[src/rtl/mult_seq32_pkg.sv]
// Shared definitions for the sequential 32x32 -> 64 shift-and-add multiplier.
//   MUL_W   : operand width; the product is 2*MUL_W bits wide
//   CNT_W   : iteration counter width (one iteration per multiplier bit)
//   state_t : controller state encoding
package mult_seq32_pkg;

   localparam int unsigned MUL_W = 32;
   localparam int unsigned CNT_W = 5;

   typedef enum logic [1:0] {
      ST_IDLE = 2'd0,
      ST_RUN  = 2'd1,
      ST_DONE = 2'd2
   } state_t;

endpackage : mult_seq32_pkg

[src/rtl/mult_seq32_if.sv]
// Handshake and data bundle for mult_seq32.
//   start   : request a multiply; only sampled while ready is high
//   a, b    : multiplicand / multiplier, captured on the accepting edge
//   ready   : controller idle, able to accept
//   busy    : iterating
//   done    : one-cycle pulse, product valid
//   product : 64-bit result, held until the next accept
// master = requester side, slave = multiplier side.
interface mult_seq32_if;
   import mult_seq32_pkg::*;

   logic                   start;
   logic [MUL_W-1:0]       a;
   logic [MUL_W-1:0]       b;
   logic                   ready;
   logic                   busy;
   logic                   done;
   logic [2*MUL_W-1:0]     product;

   modport master (output start, a, b, input ready, busy, done, product);
   modport slave  (input start, a, b, output ready, busy, done, product);

endinterface : mult_seq32_if

[src/rtl/mult_seq32_fa.sv]
// fa_32: 32-bit ripple-carry adder.
//   a_i, b_i : addends
//   c_in_i   : carry in
//   sum_o    : 32-bit sum
//   c_out_o  : carry out of bit 31
module fa_32 (
   input  logic [31:0] a_i,
   input  logic [31:0] b_i,
   input  logic        c_in_i,
   output logic [31:0] sum_o,
   output logic        c_out_o
);

   // The carry is a block-local variable so the chain is a single ripple
   // through one process instead of a self-referencing carry vector.
   always_comb begin
      logic carry;
      sum_o = '0;
      carry = c_in_i;
      for (int i = 0; i < 32; i++) begin
         sum_o[i] = a_i[i] ^ b_i[i] ^ carry;
         carry    = (a_i[i] & b_i[i]) | (carry & (a_i[i] ^ b_i[i]));
      end
      c_out_o = carry;
   end

endmodule : fa_32

[src/rtl/mult_seq32.sv]
// mult_seq32: sequential unsigned 32x32 -> 64 shift-and-add multiplier.
// One multiplier bit is consumed per clock through a single 32-bit adder;
// 32 iterations per operation, no early exit.
//   clk   : rising-edge clock
//   rst_n : asynchronous active-low reset
//   bus   : mult_seq32_if.slave (start/a/b in, ready/busy/done/product out)
//
// state   | meaning
// --------+--------------------------------------------------
// ST_IDLE | waiting for start; ready high
// ST_RUN  | one add/shift iteration per edge; busy high
// ST_DONE | single cycle; done high, product final
module mult_seq32
   import mult_seq32_pkg::*;
(
   input  logic          clk,
   input  logic          rst_n,
   mult_seq32_if.slave   bus
);

   state_t                state_q, state_d;
   logic [CNT_W-1:0]      cnt_q, cnt_d;
   logic [2*MUL_W-1:0]    p_q, p_d;
   logic [MUL_W-1:0]      mcand_q, mcand_d;

   logic [MUL_W-1:0]      sum;
   logic                  c_out;

   // Upper half of P accumulates the partial product; the lower half holds
   // the not-yet-consumed multiplier bits, shifting out through P[0].
   fa_32 u_add (
      .a_i     (p_q[2*MUL_W-1:MUL_W]),
      .b_i     (mcand_q),
      .c_in_i  (1'b0),
      .sum_o   (sum),
      .c_out_o (c_out)
   );

   always_ff @(posedge clk or negedge rst_n) begin
      if (!rst_n) begin
         state_q <= ST_IDLE;
         cnt_q   <= '0;
         p_q     <= '0;
         mcand_q <= '0;
      end else begin
         state_q <= state_d;
         cnt_q   <= cnt_d;
         p_q     <= p_d;
         mcand_q <= mcand_d;
      end
   end

   always_comb begin
      state_d = state_q;
      cnt_d   = cnt_q;
      p_d     = p_q;
      mcand_d = mcand_q;
      unique case (state_q)
         ST_IDLE: begin
            if (bus.start) begin
               mcand_d = bus.a;
               p_d     = {{MUL_W{1'b0}}, bus.b};
               cnt_d   = '0;
               state_d = ST_RUN;
            end
         end
         ST_RUN: begin
            // Carry-out lands in bit 63, so the 64-bit result never overflows.
            if (p_q[0])
               p_d = {c_out, sum, p_q[MUL_W-1:1]};
            else
               p_d = {1'b0, p_q[2*MUL_W-1:MUL_W], p_q[MUL_W-1:1]};
            cnt_d = cnt_q + CNT_W'(1);
            if (cnt_q == CNT_W'(MUL_W - 1))
               state_d = ST_DONE;
         end
         ST_DONE: state_d = ST_IDLE;
         default: state_d = ST_IDLE;
      endcase
   end

   assign bus.ready   = (state_q == ST_IDLE);
   assign bus.busy    = (state_q == ST_RUN);
   assign bus.done    = (state_q == ST_DONE);
   assign bus.product = p_q;

endmodule : mult_seq32
[src/flat_wrapper.sv]
// flat-port wrapper written by rule: the top's interface ports become plain ports
module mult_seq32_flat import mult_seq32_pkg::*;
  (clk, rst_n, bus_start, bus_a, bus_b, bus_ready, bus_busy, bus_done, bus_product);
  mult_seq32_if bus_i ();
  input  logic clk;
  input  logic rst_n;
  input wire logic [$bits(bus_i.start)-1:0] bus_start;
  input wire logic [$bits(bus_i.a)-1:0] bus_a;
  input wire logic [$bits(bus_i.b)-1:0] bus_b;
  output wire logic [$bits(bus_i.ready)-1:0] bus_ready;
  output wire logic [$bits(bus_i.busy)-1:0] bus_busy;
  output wire logic [$bits(bus_i.done)-1:0] bus_done;
  output wire logic [$bits(bus_i.product)-1:0] bus_product;
  assign bus_i.start = bus_start;
  assign bus_i.a = bus_a;
  assign bus_i.b = bus_b;
  assign bus_ready = bus_i.ready;
  assign bus_busy = bus_i.busy;
  assign bus_done = bus_i.done;
  assign bus_product = bus_i.product;
  mult_seq32 u_core (.clk(clk), .rst_n(rst_n), .bus(bus_i));
endmodule
[config.mk]
export PLATFORM = sky130hd
export DESIGN_NAME = mult_seq32_flat
export DESIGN_NICKNAME = d
export VERILOG_FILES = /design/src/rtl/mult_seq32_pkg.sv /design/src/rtl/mult_seq32_if.sv /design/src/rtl/mult_seq32_fa.sv /design/src/rtl/mult_seq32.sv /design/src/flat_wrapper.sv
export SDC_FILE = /design/constraint.sdc
export NUM_CORES = 1
export LEC_CHECK = 0
export BUFFER_PORTS_ARGS = -buffer_cell sky130_fd_sc_hd__buf_4
export CORE_MARGIN = 5
export CORE_UTILIZATION = 35
export CTS_CLUSTER_DIAMETER = 80
export CTS_CLUSTER_SIZE = 8
export DETAILED_ROUTE_END_ITERATION = 8
export GPL_ROUTABILITY_DRIVEN = 0
export PLACE_DENSITY = 0.57
export REMOVE_ABC_BUFFERS = 1
export SETUP_SLACK_MARGIN = 0.1
export SLEW_MARGIN = 5
export SYNTH_ARGS = -nofsm -noshare
export SYNTH_HDL_FRONTEND = slang
export SYNTH_SLANG_ARGS = --single-unit
[constraint.sdc]
create_clock -name clk -period 15 [get_ports clk]
set_clock_uncertainty 0.15 [all_clocks]
set_input_delay 2.25 -clock clk [delete_from_list [all_inputs] [get_ports clk]]
set_output_delay 2.25 -clock clk [all_outputs]
set_load 0.02 [all_outputs]
Word-level counts from Yosys, hierarchy flattened
Cells that the tools add are included.
{"block": "totals", "register_bits": 103, "input_bits": 67, "out_inout_bits": 67, "elab_cells": 180}
{"block": "classes", "n_addsub": 1, "n_eq_ne": 5, "muxes": 8, "bitwise_logic": 157, "reduce_logical": 5}
{"operator": "64-bit two-way mux", "n": 2}
{"operator": "64-bit one-hot mux with 2 select lines", "n": 1}
{"operator": "1-bit bitwise AND", "n": 63}
{"operator": "1-bit bitwise XOR", "n": 63}
{"operator": "1-bit bitwise OR", "n": 31}
{"operator": "5-bit one-hot mux with 2 select lines", "n": 1}
{"operator": "2-bit AND reduction", "n": 3}
{"operator": "5-bit by 1-bit adder with 5-bit output (second input constant)", "n": 1}
{"operator": "5-bit == test (second input constant)", "n": 1}
{"operator": "5-bit two-way mux", "n": 1}
{"operator": "2-bit two-way mux", "n": 2}
{"operator": "2-bit one-hot mux with 2 select lines", "n": 1}
{"operator": "2-bit by 1-bit == test with 1-bit output (second input constant)", "n": 1}
{"operator": "2-bit == test (second input constant)", "n": 1}
{"operator": "2-bit zero test", "n": 1}
{"operator": "2-bit by 1-bit inequality test with 1-bit output (second input constant)", "n": 1}
{"operator": "2-bit inequality test (second input constant)", "n": 1}
{"operator": "2-bit nonzero test", "n": 1}

Depth between registers and ports, before layout
{"block": "depth", "depth_word": 65, "depth_mapped": 36}

Cells and area by module
A second synthesis with hierarchy kept.
{"block": "unflattened", "hier_cells": 430, "hier_area_um2": 5144.9}
{"module": "mult_seq32", "instances": 1, "cells_per_inst": 388, "area_each_um2": 4466.8, "seq_area_each_um2": 2577.5}
{"module": "fa_32", "instances": 1, "cells_per_inst": 42, "area_each_um2": 678.2, "seq_area_each_um2": 0.0}

Worst setup path before layout
OpenSTA, ideal clock, no wires.
{"block": "synth_timing", "kind": "register to register", "start": "reg u_core.p_q[32], in the netlist u_core.bus.product[32]", "end": "reg u_core.p_q[62], in the netlist u_core.bus.product[62]", "setup_ns": 0.083, "t_arrival_ns": 13.766, "required_ns": 14.767, "slack_ns": 1.001, "path_stages_with_launch": 37, "path_buffers": 0, "period_less_slack_ns": 13.999, "cell_sequence": "dfrtp_1 > ha_1 > fa_1 > fa_1 > fa_1 > fa_1 > fa_1 > fa_1 > fa_1 > fa_1 > fa_1 > fa_1 > fa_1 > fa_1 > fa_1 > fa_1 > fa_1 > fa_1 > fa_1 > fa_1 > fa_1 > fa_1 > fa_1 > fa_1 > fa_1 > fa_1 > fa_1 > fa_1 > fa_1 > fa_1 > fa_1 > inv_1 > fa_1 > inv_1 > fa_1 > mux2i_1 > o21ai_0"}
{"block": "synth_via", "elab_chain_len": 64}
{"item": "from (decl)", "line_no": "mult_seq32.sv:23", "text": "logic [2*MUL_W-1:0] p_q, p_d;"}
{"item": "from (signal assigned)", "line_no": "mult_seq32.sv:48", "text": "p_q <= p_d;"}
{"item": "1-bit bitwise AND (2 in series)", "line_no": "mult_seq32_fa.sv:22", "text": "carry = (a_i[i] & b_i[i]) | (carry & (a_i[i] ^ b_i[i]));"}
{"item": "1-bit bitwise OR", "line_no": "mult_seq32_fa.sv:22"}
{"item": "1-bit bitwise AND", "line_no": "mult_seq32_fa.sv:22"}
{"item": "1-bit bitwise OR", "line_no": "mult_seq32_fa.sv:22"}
{"item": "1-bit bitwise AND", "line_no": "mult_seq32_fa.sv:22"}
{"item": "1-bit bitwise OR", "line_no": "mult_seq32_fa.sv:22"}
{"item": "1-bit bitwise AND", "line_no": "mult_seq32_fa.sv:22"}
{"item": "1-bit bitwise OR", "line_no": "mult_seq32_fa.sv:22"}
{"item": "[47 not listed]"}
{"item": "1-bit bitwise OR", "line_no": "mult_seq32_fa.sv:22"}
{"item": "1-bit bitwise AND", "line_no": "mult_seq32_fa.sv:22"}
{"item": "1-bit bitwise OR", "line_no": "mult_seq32_fa.sv:22"}
{"item": "1-bit bitwise AND", "line_no": "mult_seq32_fa.sv:22"}
{"item": "1-bit bitwise OR", "line_no": "mult_seq32_fa.sv:22"}
{"item": "1-bit bitwise XOR", "line_no": "mult_seq32_fa.sv:21", "text": "sum_o[i] = a_i[i] ^ b_i[i] ^ carry;"}
{"item": "64-bit two-way mux", "line_no": "mult_seq32.sv:69", "text": "if (p_q[0])"}
{"item": "64-bit one-hot mux with 2 select lines", "line_no": "mult_seq32.sv:58", "text": "unique case (state_q)"}
No other way between the ends.
A chain may end at the register's enable or synchronous reset.

Final worst setup path
Same ends and word-level chain as after synthesis.

==> out/qor.csv <==
stage,metric,value,unit
cells_and_area,antenna diode count,0,
timing,Slew HR,0.169,
global_routing,first-pass GRT wire length,20400,um
place,IO buf count,133,
setup_path,r2r startpoint,u_core.bus.product[32]$_DFFE_PN0P_,
route,WL/cell,16.7,um
hold_path,HP Start,u_core.cnt_q[3]$_DFFE_PN0P_,
setup_path,"most used cell, CP",fa_1,
global_routing,largest net degree at the start of global routing,70,
route,Vias/cell,4.98,
timing,crit share post-route,0.949,
clocking,register clock-pin slew on the reported worst setup and hold paths,0.07,ns
logic_synthesis,Seq cells post-synth,103,
setup_path,R2R setup slack,0.76,ns
timing,final slew viol count,0,
cells_and_area,share of cells above drive strength 1,0.355,
setup_path,"slowest stage delay, CP",0.50,ns
timing,Worst-Margin Slew,1.24,ns
timing,fmax,0.0702,GHz
flow_run,Max-Cap Viols,0,
timing,RSZ-0062 raised after global routing,no,
global_routing,vias in the first global route,3631,
hold_path,Worst Hold Depth,1,
hold_path,HP Class,reg -> reg,
logic_synthesis,Netlist Area Pre-Place,0.00523,mm^2
clocking,CTS Buf Count,9,
floorplan,die area,0.0175,mm^2
setup_path,"Arr. time, crit path",14.35,ns
logic_synthesis,top post-synthesis cells by area,"dfrtp_1, fa_1, mux2_4",
floorplan,core footprint,0.0146,mm^2
route,Pre-Repair DR Iteration Count,4,
floorplan,die height,132,um
logic_synthesis,count of unique library cells instantiated by Yosys,26,
floorplan,Die W,132,um
timing,Final min period,14.24,ns
route,number of routed nets with antenna violations,0,
power,Peak VDD IR,87.4,uV
clocking,clk buf depth,2,
setup_path,worst path required time,15.11,ns
clocking,CTS tree,built,
setup_path,critical path peak fanout,4,
clocking,root buf cell,clkbuf_16,
timing,sum of negative setup slack,0,ns
cells_and_area,design area,0.00661,mm^2
setup_path,crit path launch type,flip-flop,
cells_and_area,"Area growth, synth to finish",26.3,%
timing,Hold Fails Final Rpt,0,
logic_synthesis,ys async rst share,1.00,
floorplan,Rows,44,
logic_synthesis,area share of the largest cell type after synthesis,0.493,
global_routing,antenna violations before repair,0,
clocking,Max H-tree Level,3,
route,DR vias,3643,
clocking,CTS Sinks,103,
route,DRC viols,0,
cells_and_area,layout net count,643,
global_routing,GR Overflow Total,0,
logic_synthesis,cells after synthesis,425,
route,Routed WL,12200,um
setup_path,Worst R2R Path Depth,36,
power,Leakage,3.08,nW
clocking,clk_lat worst skew,0.35,ns
logic_synthesis,mean post-synth cell area,12.3,um^2
power,cell area power density,248,mW/mm^2
timing,endpoints failing setup,0,
logic_synthesis,"Seq/Total Area, Yosys",0.493,
outcome,status,completed,
logic_synthesis,Post-synth EDFFs,0,
place,Post-DP HPWL,8500,um
place,area post-placement,0.00633,mm^2
logic_synthesis,number of synthesis warnings,0,
hold_path,WHS Endpoint,u_core.cnt_q[3]$_DFFE_PN0P_,
global_routing,All-Layer GR Usage,0.143,
clocking,post-CTS setup buffers,0,
route,initial DRC count,165,
setup_path,slowest CP cell,fa_1,
setup_path,R2R Path End,u_core.bus.product[62]$_DFFE_PN0P_,
setup_path,Crit. End Element,flip-flop,
cells_and_area,Layout Utilization,0.453,
floorplan,Initial Util,0.358,
logic_synthesis,largest area contributor in the netlist,dfrtp_1,
setup_path,critical path class,reg -> reg,
floorplan,Boundary Pins,134,
logic_synthesis,Most used DFF post-synth,dfrtp_1,
## cell usage after synthesis (2+ instances only)
cell and n:
a22oi_1 31, buf_2 6, buf_6 8, clkbuf_1 20, dfrtp_1 103, fa_1 31, ha_1 3, inv_1 6
mux2_4 32, mux2i_1 32, nand2_1 39, nand2b_1 2, nand3_1 35, nor2b_1 2, o21ai_0 59, o21ai_1 6
## worst max-delay path, delay by kind of cell (launching register included)
family | cells | cell delay [ns]
buffers and inverters | 2 | 0.13
adder cells (fa/ha/maj) | 32 | 13.23
flip-flops | 1 | 0.41
AO/OA/AOI/OAI | 1 | 0.17
multiplexers | 1 | 0.06
## layer usage
layer / share of wire / track usage / up-vias / wire, um
met2: 0.44 / 0.207 / 114 / 5400
met1: 0.47 / 0.204 / 1788 / 5790
met5: 0 / 0 / - / 0
met4: 0.014 / 0.0458 / 0 / 177
li1: - / - / 1729 / -
met3: 0.069 / 0.0431 / 12 / 847
## worst max-delay path by stage
stage	start	to	depth (start not counted)
6_report	u_core.bus.product[32]$_DFFE_PN0P_	u_core.bus.product[62]$_DFFE_PN0P_	36
5_1_grt	u_core.bus.product[32]$_DFFE_PN0P_	u_core.bus.product[62]$_DFFE_PN0P_	36
4_1_cts	u_core.bus.product[32]$_DFFE_PN0P_	u_core.bus.product[62]$_DFFE_PN0P_	36
3_5_place_dp	u_core.bus.product[32]$_DFFE_PN0P_	u_core.bus.product[62]$_DFFE_PN0P_	36
3_3_place_gp	u_core.bus.product[32]$_DFFE_PN0P_	u_core.bus.product[62]$_DFFE_PN0P_	36
2_1_floorplan	u_core.bus.product[32]$_DFFE_PN0P_	u_core.bus.product[62]$_DFFE_PN0P_	36
## power by group
group	internal (mW)	switching [mW]	leakage, nW
combinational	0.417	0.444	1.68
sequential	0.423	0.132	1.25
clock	0.121	0.101	0.142
## area by class of cell
| class | instances | area, um^2 |
|---|---|---|
| clock inverter | 4 | 20.0 |
| timing repair buffer | 140 | 1050 |
| multi-input combinational | 282 | 2450 |
| sequential | 103 | 2580 |
| fill | 1351 | 7980 |
| clock buffer | 12 | 256 |
| inverter | 6 | 22.5 |
| tap | 184 | 230 |
## kinds of logic (layout without fill, tap and decap cells)
kind of cell / Yosys count / in the layout / share of synthesized area
buf+inv: 40 / 162 / 0.0416
fa+ha+maj: 34 / 34 / 0.126
mux: 65 / 65 / 0.155
flops: 103 / 103 / 0.493
simple gates: 83 / 83 / 0.0723
compound gates: 100 / 100 / 0.112
## stage by stage
stage,std cells,worst slack (ns),hold slack (ns),power [mW]
floorplan,391,0.932,0.287,1.13
global placement,715,0.745,0.303,1.41
detailed placement,715,0.575,0.324,1.45
CTS,731,0.532,0.333,1.67
global route,731,0.121,0.365,1.80
finish,731,0.759,0.335,1.64
## sequential cells by signal, summed over array words and instances, names as in the netlist
signal	flops
u_core.bus.product	64
u_core.cnt_q	5
u_core.mcand_q	32
u_core.state_q	2
## what timing repair did
action,4_1_cts,5_1_grt
endpoints found under the hold margin,0,0
hold buffers,0,0
gates resized for setup,0,1
setup endpoints to repair,0,1
## cell usage in the layout (no fill, tap or decap), types with 6 or more instances in the layout
cell type	instances
fa_1	30
mux2i_1	32
inv_1	6
nand2_1	39
o21ai_1	6
buf_4	140
mux2_4	32
o21ai_0	59
dfrtp_1	102
nand3_1	35
clkbuf_16	9
a22oi_1	31
Note: power is estimated with default switching activity, not from simulation.
